### src/rtl/bnn_layer_sequencer.sv
//------------------------------------------------------------------------------
// bnn_layer_sequencer
//   Loads a binary image as byte beats, then steps the layer state bus through
//   L1 -> L2 -> L3 with per-layer done handshake and a watchdog.
// Revision: 1.0 - initial release
//------------------------------------------------------------------------------
`default_nettype none

module bnn_layer_sequencer #(
  parameter int BEAT_W  = 8,
  parameter int N_PIX   = 784,
  parameter int TIMEOUT = 8191
) (
  input  logic              clk,
  input  logic              rst_n,
  input  logic              start,
  input  logic              in_valid,
  input  logic [BEAT_W-1:0] in_data,
  output logic              in_ready,
  output logic [N_PIX-1:0]  pixels,
  output logic [2:0]        state,
  output logic              layer_rst_n,
  input  logic              l1_done,
  input  logic              l2_done,
  input  logic              l3_done,
  output logic              busy,
  output logic              result_valid,
  output logic              error
);

  localparam int N_BEATS = N_PIX / BEAT_W;
  localparam int CNT_W   = (N_BEATS > 1) ? $clog2(N_BEATS) : 1;
  localparam int WD_W    = $clog2(TIMEOUT + 1);

  localparam logic [CNT_W-1:0] LAST_BEAT = CNT_W'(N_BEATS - 1);
  localparam logic [WD_W-1:0]  WD_LIMIT  = WD_W'(TIMEOUT);

  localparam logic [2:0] S_IDLE = 3'd0;
  localparam logic [2:0] S_LOAD = 3'd1;
  localparam logic [2:0] S_L1   = 3'd2;
  localparam logic [2:0] S_L2   = 3'd3;
  localparam logic [2:0] S_L3   = 3'd4;
  localparam logic [2:0] S_FIN  = 3'd5;

  logic [2:0]       fsm_q, fsm_d;
  logic [CNT_W-1:0] beat_q, beat_d;
  logic [WD_W-1:0]  wd_q, wd_d;
  logic [N_PIX-1:0] pixels_q, pixels_d;
  logic             error_q, error_d;
  logic             clr_q, clr_d;

  logic             start_acc;
  logic             beat_acc;
  logic             in_layer;
  logic             cur_done;
  logic             wd_expired;

  assign start_acc  = (fsm_q == S_IDLE) && start;
  assign beat_acc   = (fsm_q == S_LOAD) && in_valid;
  assign in_layer   = (fsm_q == S_L1) || (fsm_q == S_L2) || (fsm_q == S_L3);
  assign wd_expired = (wd_q == WD_LIMIT);

  // Only the done flag of the layer currently running is honoured.
  always_comb begin
    cur_done = 1'b0;
    case (fsm_q)
      S_L1:    cur_done = l1_done;
      S_L2:    cur_done = l2_done;
      S_L3:    cur_done = l3_done;
      default: cur_done = 1'b0;
    endcase
  end

  // State register
  always_ff @(posedge clk) begin
    if (!rst_n) fsm_q <= S_IDLE;
    else        fsm_q <= fsm_d;
  end

  // Next-state logic; done takes priority over an expiring watchdog
  always_comb begin
    fsm_d = fsm_q;
    case (fsm_q)
      S_IDLE: if (start) fsm_d = S_LOAD;
      S_LOAD: if (in_valid && (beat_q == LAST_BEAT)) fsm_d = S_L1;
      S_L1: begin
        if (cur_done)        fsm_d = S_L2;
        else if (wd_expired) fsm_d = S_IDLE;
      end
      S_L2: begin
        if (cur_done)        fsm_d = S_L3;
        else if (wd_expired) fsm_d = S_IDLE;
      end
      S_L3: begin
        if (cur_done)        fsm_d = S_FIN;
        else if (wd_expired) fsm_d = S_IDLE;
      end
      S_FIN:   fsm_d = S_IDLE;
      default: fsm_d = S_IDLE;
    endcase
  end

  // Outputs; FIN is reported on the bus as IDLE
  always_comb begin
    in_ready     = (fsm_q == S_LOAD);
    busy         = (fsm_q != S_IDLE);
    result_valid = (fsm_q == S_FIN);
    state        = (fsm_q == S_FIN) ? S_IDLE : fsm_q;
  end

  always_comb begin
    beat_d   = beat_q;
    wd_d     = '0;
    pixels_d = pixels_q;
    error_d  = error_q;
    clr_d    = start_acc;

    if (start_acc) begin
      beat_d  = '0;
      error_d = 1'b0;
    end else if (beat_acc) begin
      pixels_d[int'(beat_q) * BEAT_W +: BEAT_W] = in_data;
      if (beat_q != LAST_BEAT) beat_d = beat_q + 1'b1;
    end

    // Watchdog restarts on every layer entry and counts while the layer runs
    if (in_layer && (fsm_d == fsm_q)) wd_d = wd_q + 1'b1;

    if (in_layer && !cur_done && wd_expired) error_d = 1'b1;
  end

  always_ff @(posedge clk) begin
    if (!rst_n) begin
      beat_q   <= '0;
      wd_q     <= '0;
      pixels_q <= '0;
      error_q  <= 1'b0;
      clr_q    <= 1'b0;
    end else begin
      beat_q   <= beat_d;
      wd_q     <= wd_d;
      pixels_q <= pixels_d;
      error_q  <= error_d;
      clr_q    <= clr_d;
    end
  end

  assign pixels      = pixels_q;
  assign error       = error_q;
  assign layer_rst_n = rst_n & ~clr_q;

endmodule

`default_nettype wire

### config.mk
export PLATFORM = sky130hd
export DESIGN_NAME = bnn_layer_sequencer
export DESIGN_NICKNAME = d
export VERILOG_FILES = /design/src/rtl/bnn_layer_sequencer.sv
export SDC_FILE = /design/constraint.sdc
export NUM_CORES = 2
export LEC_CHECK = 0
export BUFFER_PORTS_ARGS = -buffer_cell sky130_fd_sc_hd__buf_4
export CAP_MARGIN = 30
export CORE_AREA = 2 2 315 317
export CTS_CLUSTER_SIZE = 12
export DETAILED_ROUTE_END_ITERATION = 7
export DIE_AREA = 0 0 317 319
export GPL_TIMING_DRIVEN = 0
export PLACE_DENSITY = 0.62
export SYNTH_ARGS = -nofsm -noshare
export SYNTH_HDL_FRONTEND = slang
export SYNTH_SLANG_ARGS = --single-unit
### constraint.sdc
create_clock -name clk -period 5.54 [get_ports clk]
set_input_delay 1.108 -clock clk [delete_from_list [all_inputs] [get_ports clk]]
set_output_delay 1.108 -clock clk [all_outputs]
set_load 0.02 [all_outputs]
# ---- Word level (Yosys, flattened, before mapping)
# Index checks and enable logic that the tools add are counted.
dict set report classes {
  addsub 3
  eq_ne 9
  shifts 2
  mux 12
  bitwise 4
  reduce_logical 16
}
# op n
set op_table {}
lappend op_table {{bitwise mux 784 bit} 1}
lappend op_table {{variable shift 8 x 33 -> 784 bit, first input constant} 1}
lappend op_table {{indexed part select 8 x 33 -> 784 bit} 1}
lappend op_table {{negation 10 -> 33 bit} 1}
lappend op_table {{two-way mux 3 bit} 7}
lappend op_table {{case mux 3 bit (5 select lines)} 1}
lappend op_table {{adder 13 x 1 -> 13 bit, second input constant} 1}
lappend op_table {{equality test 13 bit, second input constant} 1}
lappend op_table {{adder 7 x 1 -> 7 bit, second input constant} 1}
lappend op_table {{equality test 7 bit, second input constant} 1}
lappend op_table {{inequality test 7 bit, second input constant} 1}
lappend op_table {{equality test 3 x 2 -> 1 bit, second input constant} 2}
lappend op_table {{equality test 3 bit, second input constant} 2}
lappend op_table {{logical AND 1 bit} 6}
lappend op_table {{AND reduction 2 bit} 3}
lappend op_table {{equality test 3 x 1 -> 1 bit, second input constant} 1}
lappend op_table {{equality test 3 bit} 1}
lappend op_table {{zero test 3 bit} 1}
lappend op_table {{inverter 1 bit} 3}
lappend op_table {{case mux 1 bit (3 select lines)} 1}
lappend op_table {{nonzero test 3 bit} 1}
lappend op_table {{logical OR 1 bit} 2}
lappend op_table {{two-way mux 1 bit} 2}
lappend op_table {{nonzero test 2 bit} 1}
lappend op_table {{3 further kinds} 3}
dict set report totals {
  reg_bits 809
  elab_cells 52
}

# ---- Depth between registers and ports, before layout
dict set report logic_depth {
  ltp_word 7
  depth_mapped 15
  depth_no_buf 10
}

# ---- Worst setup path before layout
# Ideal clock, no wire load.
dict set report synth_path {
  path_type {flip-flop to flip-flop}
  from {register beat_q[0]}
  to {register pixels_q[377] (netlist: pixels[377])}
  setup_ps 72
  arrival_time_ps 3754
  required_ps 5468
  path_slack_ps 1714
  path_stages_with_launch 15
  period_less_slack_ps 3826
  path_cell_list {dfxtp_1 > buf_6 > clkbuf_1 > inv_1 > ha_1 > buf_2 > nor3b_1 > and2_1 > ha_1 > clkbuf_1 > inv_1 > nor2_1 > o21ai_4 > nor3_2 > mux2i_1}
}
dict set report synth_via {
  elab_chain_cells 3
  elab_cells_between_ends 4
  cone_classes {add/sub (1); shift (2); mux (1)}
}
# element line_no
set synth_rtl {}
lappend synth_rtl {{from (decl)} 46} ;# logic [CNT_W-1:0] beat_q, beat_d;
lappend synth_rtl {{from (signal assigned)} 140} ;# beat_q <= beat_d;
lappend synth_rtl {{negation 10 -> 33 bit (*)} 122} ;# pixels_d[int'(beat_q) * BEAT_W +: BEAT_W] = in_data;
lappend synth_rtl {{indexed part select 8 x 33 -> 784 bit or variable shift 8 x 33 -> 784 bit (tied branches)} 122}
lappend synth_rtl {{bitwise mux 784 bit (*)} 122}
lappend synth_rtl {{to (signal assigned)} 142} ;# pixels_q <= pixels_d;
lappend synth_rtl {{to (decl)} 48} ;# logic [N_PIX-1:0] pixels_q, pixels_d;
# Every way passes the cells marked *; elsewhere a longest branch is shown, timed or not.
# A chain may end at the register's enable or synchronous reset.

# ---- Worst setup path in the final report
dict set report layout_path {
  from {register beat_q[0]}
  to {register pixels_q[324] (netlist: pixels[324])}
}
# The elaborated chain is that of the path after synthesis.

==> reports/results.txt <==
Share of layout cells above drive strength 1: 0.254. TritonCTS built the clock tree. Entering global routing, the biggest net connects 13 pins.

For the final database, setup skew stands at 0.0327 ns. The global routing stage identified its most utilized layer as met2. Number of slew-limit violations in the final report: 0. Area of all placed cells without fillers: 44,000 sq um.

The run gives 9,647 as the number of inserted filler cells in the final layout. The number of cells on the worst hold path is 2, and the clock network fraction of design power is 0.479. Setup repair after global routing left no endpoint under its margin. The worst reg2reg path endpoint was pixels[324]. Via count of the first global-routing pass: 30,100. The met1 layer usage reported by global route was 0.425; the number of hold violations in the final report was 0. The startpoint identified for the worst register-to-register timing path is beat_q[0]. Setup violations remaining at the end of the flow were counted as 0. Counting tap cells, the placed design contains a total of 5,642 instances. The worst reg-to-reg path cell count was 15; the wire length of the first global-routing pass was 245,000 microns. In this run the power spent charging and discharging nets is 3.05 mW. The async set-reset flop share out of synthesis is 0, and the placer's final routability congestion estimate is 1.03. Detailed placement finished with a half-perimeter wire length of 143,000 microns. Combined global-route utilization of all metal layers: 0.347. The data required time at the worst endpoint is 6.17 ns, and the number of enable-type register cells in the synthesized netlist is 0.

The maximum vdd ir drop came out at 206 uV. The power per cell area was 280 nW/um^2; the clock tree buffer depth was 3. Counting flops and latches in the post-synthesis netlist gives 809. The mean area per synthesized cell came out at 9.36 sq um.

The flow ran to the end, and the final reports show no timing, DRC or antenna violations. After the flow finishes, the layout carries non-filler instances totaling 5,801. Cell internal power was estimated by the tool at 9.28 mW. For this block, the initial DRC count from the detailed router was 3,165.

The portion of total power attributed to combinational logic was 0.049. The total global routing overflow was 0. The worst path needs 5.53 ns of the cycle, external delays included. The number of primary I/O pins was 807. Area added between synthesis and finish: 34.5%. After the last flow step, the layout net total stands at 4,469. The Yosys step of the flow raised 0 warnings.

The insertion delay of the later-clocked pin in the worst-skew pair is 0.68 ns, and the placement-stage worst setup slack is 0.0897 ns. The H-tree was split into 3 levels. At the pin with the least slew margin, the transition time is 1.23 ns. Data arrives at the worst endpoint at 6.16 ns. Clock tree synthesis inserted a total of 88 buffers. The worst setup path is launched from a register. The floorplan has 115 rows. Setup TNS: 0 ns. The min-delay analysis places its worst path in the category register to register. Once detail routing completed, the nets flagged for antenna violations numbered 0. In this run the most critical hold path is launched from pixels[185]. The die covers 101,000 sq um. The category of the critical setup timing path was register to register. In the final routed layout, each cell accounts on average for 31.5 microns.

Of all nets on the critical path, the largest fanout is 10. Input and output buffers added on the ports amount to 802. For the global-route met2 utilization, the log shows 0.554. Hold-critical path endpoint: pixels[185]. After technology mapping, the gate count stands at 3,498.

The routed design has 182,000 microns of wire. The register area share after synthesis was 0.495; the setup slack on the worst flop-to-flop path was 0.008 ns. For the worst slew slack as a fraction of its limit, the log shows 0.174. The main flop type after synthesis was sky130_fd_sc_hd__dfxtp_1. For this run, the top clock speed supported by timing is 181 MHz.

Clock-pin slew was measured on the worst setup and hold paths at 0.07 ns. The logs give 0.450 for the final cell utilization of the core and 97,700 sq um for the area of the placeable core. The switching power share of the total was 0.247. Tracing the worst setup path back leads to its startpoint at beat_q[0]. The die height is 319 microns, and the worst setup slack after layout is 0.00817 ns.

The initial core utilization was 0.335; the number of remaining DRC errors was 0. The run gives 41,100 sq um as the cell area reported after detailed placement. The detailed router placed 31,900 vias in this run. After detailed routing, the number of vias per cell comes to 5.50. Global-route met3 utilization: 0.0963. The category of the worst setup path capture point was a register.

The post-synthesis cell area was 32,700 sq um. From left edge to right edge, the die measures 317 microns. For the number of antenna violations at the first check in global routing, the log shows 9.

Synthesis instantiated 83 different standard cells from the library. Number of nets in the synthesized netlist: 3,518. Before antenna repair, the detailed router went through 6 iterations. The tree built by TritonCTS fans out to 809 sinks.

The cell sitting at the root of the clock tree is a sky130_fd_sc_hd__clkbuf_16. The ratio of final minimum period to clock period is 0.999. The analysis attributes to cell leakage a power of 18.1 nW.

The logs give 0.472 for the sequential share of power and 0 for the max-capacitance violation count.
==> synth_stat cells (11+ instances only) <==
| library cell | number | area [sq um] |
|---|---|---|
| sky130_fd_sc_hd__xnor2_1 | 11 | 96.3 |
| sky130_fd_sc_hd__o21ai_0 | 144 | 721 |
| sky130_fd_sc_hd__and3_1 | 36 | 225 |
| sky130_fd_sc_hd__a21oi_1 | 13 | 65.1 |
| sky130_fd_sc_hd__nor2_2 | 16 | 100 |
| sky130_fd_sc_hd__buf_2 | 34 | 170 |
| sky130_fd_sc_hd__nor3_1 | 13 | 65.1 |
| sky130_fd_sc_hd__o31ai_1 | 30 | 225 |
| sky130_fd_sc_hd__buf_1 | 15 | 56.3 |
| sky130_fd_sc_hd__nand3_1 | 259 | 1300 |
| sky130_fd_sc_hd__nor2_1 | 71 | 267 |
| sky130_fd_sc_hd__o211ai_1 | 29 | 218 |
| sky130_fd_sc_hd__inv_1 | 14 | 52.6 |
| sky130_fd_sc_hd__nor4_1 | 11 | 68.8 |
| sky130_fd_sc_hd__and2_1 | 21 | 131 |
| sky130_fd_sc_hd__clkbuf_1 | 208 | 781 |
| sky130_fd_sc_hd__dfxtp_1 | 809 | 16200 |
| sky130_fd_sc_hd__nand2_1 | 864 | 3240 |
| sky130_fd_sc_hd__xor2_1 | 12 | 105 |
| sky130_fd_sc_hd__nor3_4 | 23 | 374 |
| sky130_fd_sc_hd__mux2i_1 | 609 | 6100 |
| sky130_fd_sc_hd__nand4_1 | 91 | 569 |
==> power groups by stage <==
stage | combinational (mW) | sequential [mW] | clock, mW
2_1_floorplan | 0.225 | 5.95 | 0
3_3_place_gp | 0.535 | 5.95 | 0
3_5_place_dp | 0.579 | 5.95 | 0
4_1_cts | 0.580 | 5.82 | 5.93
5_1_grt | 0.602 | 5.82 | 6.16
6_report | 0.606 | 5.82 | 5.90
==> worst max-delay path, cell delays in order (launching register included) <==
cell and delay, ns:
sky130_fd_sc_hd__dfxtp_1 0.38, sky130_fd_sc_hd__buf_6 0.16, sky130_fd_sc_hd__clkbuf_1 0.47, sky130_fd_sc_hd__inv_1 0.30, sky130_fd_sc_hd__ha_1 0.36, sky130_fd_sc_hd__buf_2 0.22
sky130_fd_sc_hd__nor3b_1 0.21, sky130_fd_sc_hd__and2_1 0.21, sky130_fd_sc_hd__ha_1 0.34, sky130_fd_sc_hd__clkbuf_1 0.47, sky130_fd_sc_hd__inv_1 0.29, sky130_fd_sc_hd__nor2_2 0.48
sky130_fd_sc_hd__o221ai_1 0.34, sky130_fd_sc_hd__buf_2 0.36, sky130_fd_sc_hd__nor4_1 0.68, sky130_fd_sc_hd__a31o_2 0.19
==> per-stage QoR <==
step                hold WS [ns]  power, mW
finish                     0.457       12.3
global route               0.468       12.6
CTS                        0.458       12.3
detailed placement         0.448       6.53
global placement           0.442       6.49
floorplan                  0.426       6.18
==> how the worst max path moves through the flow <==
stage	endpoint	slack (ns)	cells past startpoint
global route	pixels[320]	0.02	15
CTS	pixels[240]	0.05	14
detailed placement	pixels[247]	0.09	14
global placement	pixels[247]	0.04	14
floorplan	pixels[377]	1.71	14
finish	pixels[324]	0.008	15
==> layout by cell type, fill, tap and decap left out, types with 36 or more instances in the layout <==
cell type and count:
sky130_fd_sc_hd__nand2_1 864, sky130_fd_sc_hd__mux2i_1 608, sky130_fd_sc_hd__o21ai_0 144, sky130_fd_sc_hd__nand3_1 259, sky130_fd_sc_hd__clkbuf_16 89, sky130_fd_sc_hd__nor2_1 69, sky130_fd_sc_hd__buf_4 815, sky130_fd_sc_hd__nand4_1 91
sky130_fd_sc_hd__and3_1 36, sky130_fd_sc_hd__clkbuf_1 232, sky130_fd_sc_hd__dfxtp_1 809
==> repair_timing <==
item / CTS / global route
setup endpoints to repair: 0 / 74
buffers inserted: 0 / 0
hold endpoints to repair: 0 / 0
gates resized for setup: 0 / 8
hold buffers: 0 / 0
==> cell families (layout without fill, tap and decap cells) <==
logic type | count (synthesis) | in the layout | synth area share
other | 0 | 3 | 0
adder cells (fa/ha/maj) | 5 | 5 | 0.00191
multiplexers | 610 | 610 | 0.187
buffers and inverters | 286 | 1299 | 0.0363
XOR/XNOR | 23 | 23 | 0.00616
AO/OA/AOI/OAI | 275 | 275 | 0.0576
flip-flops | 809 | 809 | 0.495
AND/OR/NAND/NOR | 1490 | 1490 | 0.216
==> layout make-up <==
cell class | count | area [sq um] | share of cell area
Antenna cell | 3 | 7.51 | 0.000171
Buffer | 272 | 1140 | 0.0259
Clock buffer | 124 | 2440 | 0.0554
Clock inverter | 28 | 347 | 0.00788
Inverter | 14 | 52.6 | 0.00119
Multi-Input combinational cell | 2403 | 15400 | 0.350
Sequential cell | 809 | 16200 | 0.368
Tap cell | 1287 | 1610 | 0.0366
Timing Repair Buffer | 861 | 6800 | 0.155
==> flip-flops by register name, indices dropped and copies added (netlist names) <==
| register | cells |
|---|---|
| fsm_q | 3 |
| pixels | 784 |
| wd_q | 13 |
| clr_q | 1 |
| error | 1 |
| beat_q | 7 |
==> layer usage <==
layer	vias up	part of all wire
met5	-	0.0013
met4	6	0.061
met3	439	0.093
met2	1710	0.45
met1	15800	0.39
li1	14000	-
Power figures use the tool's default switching activity.
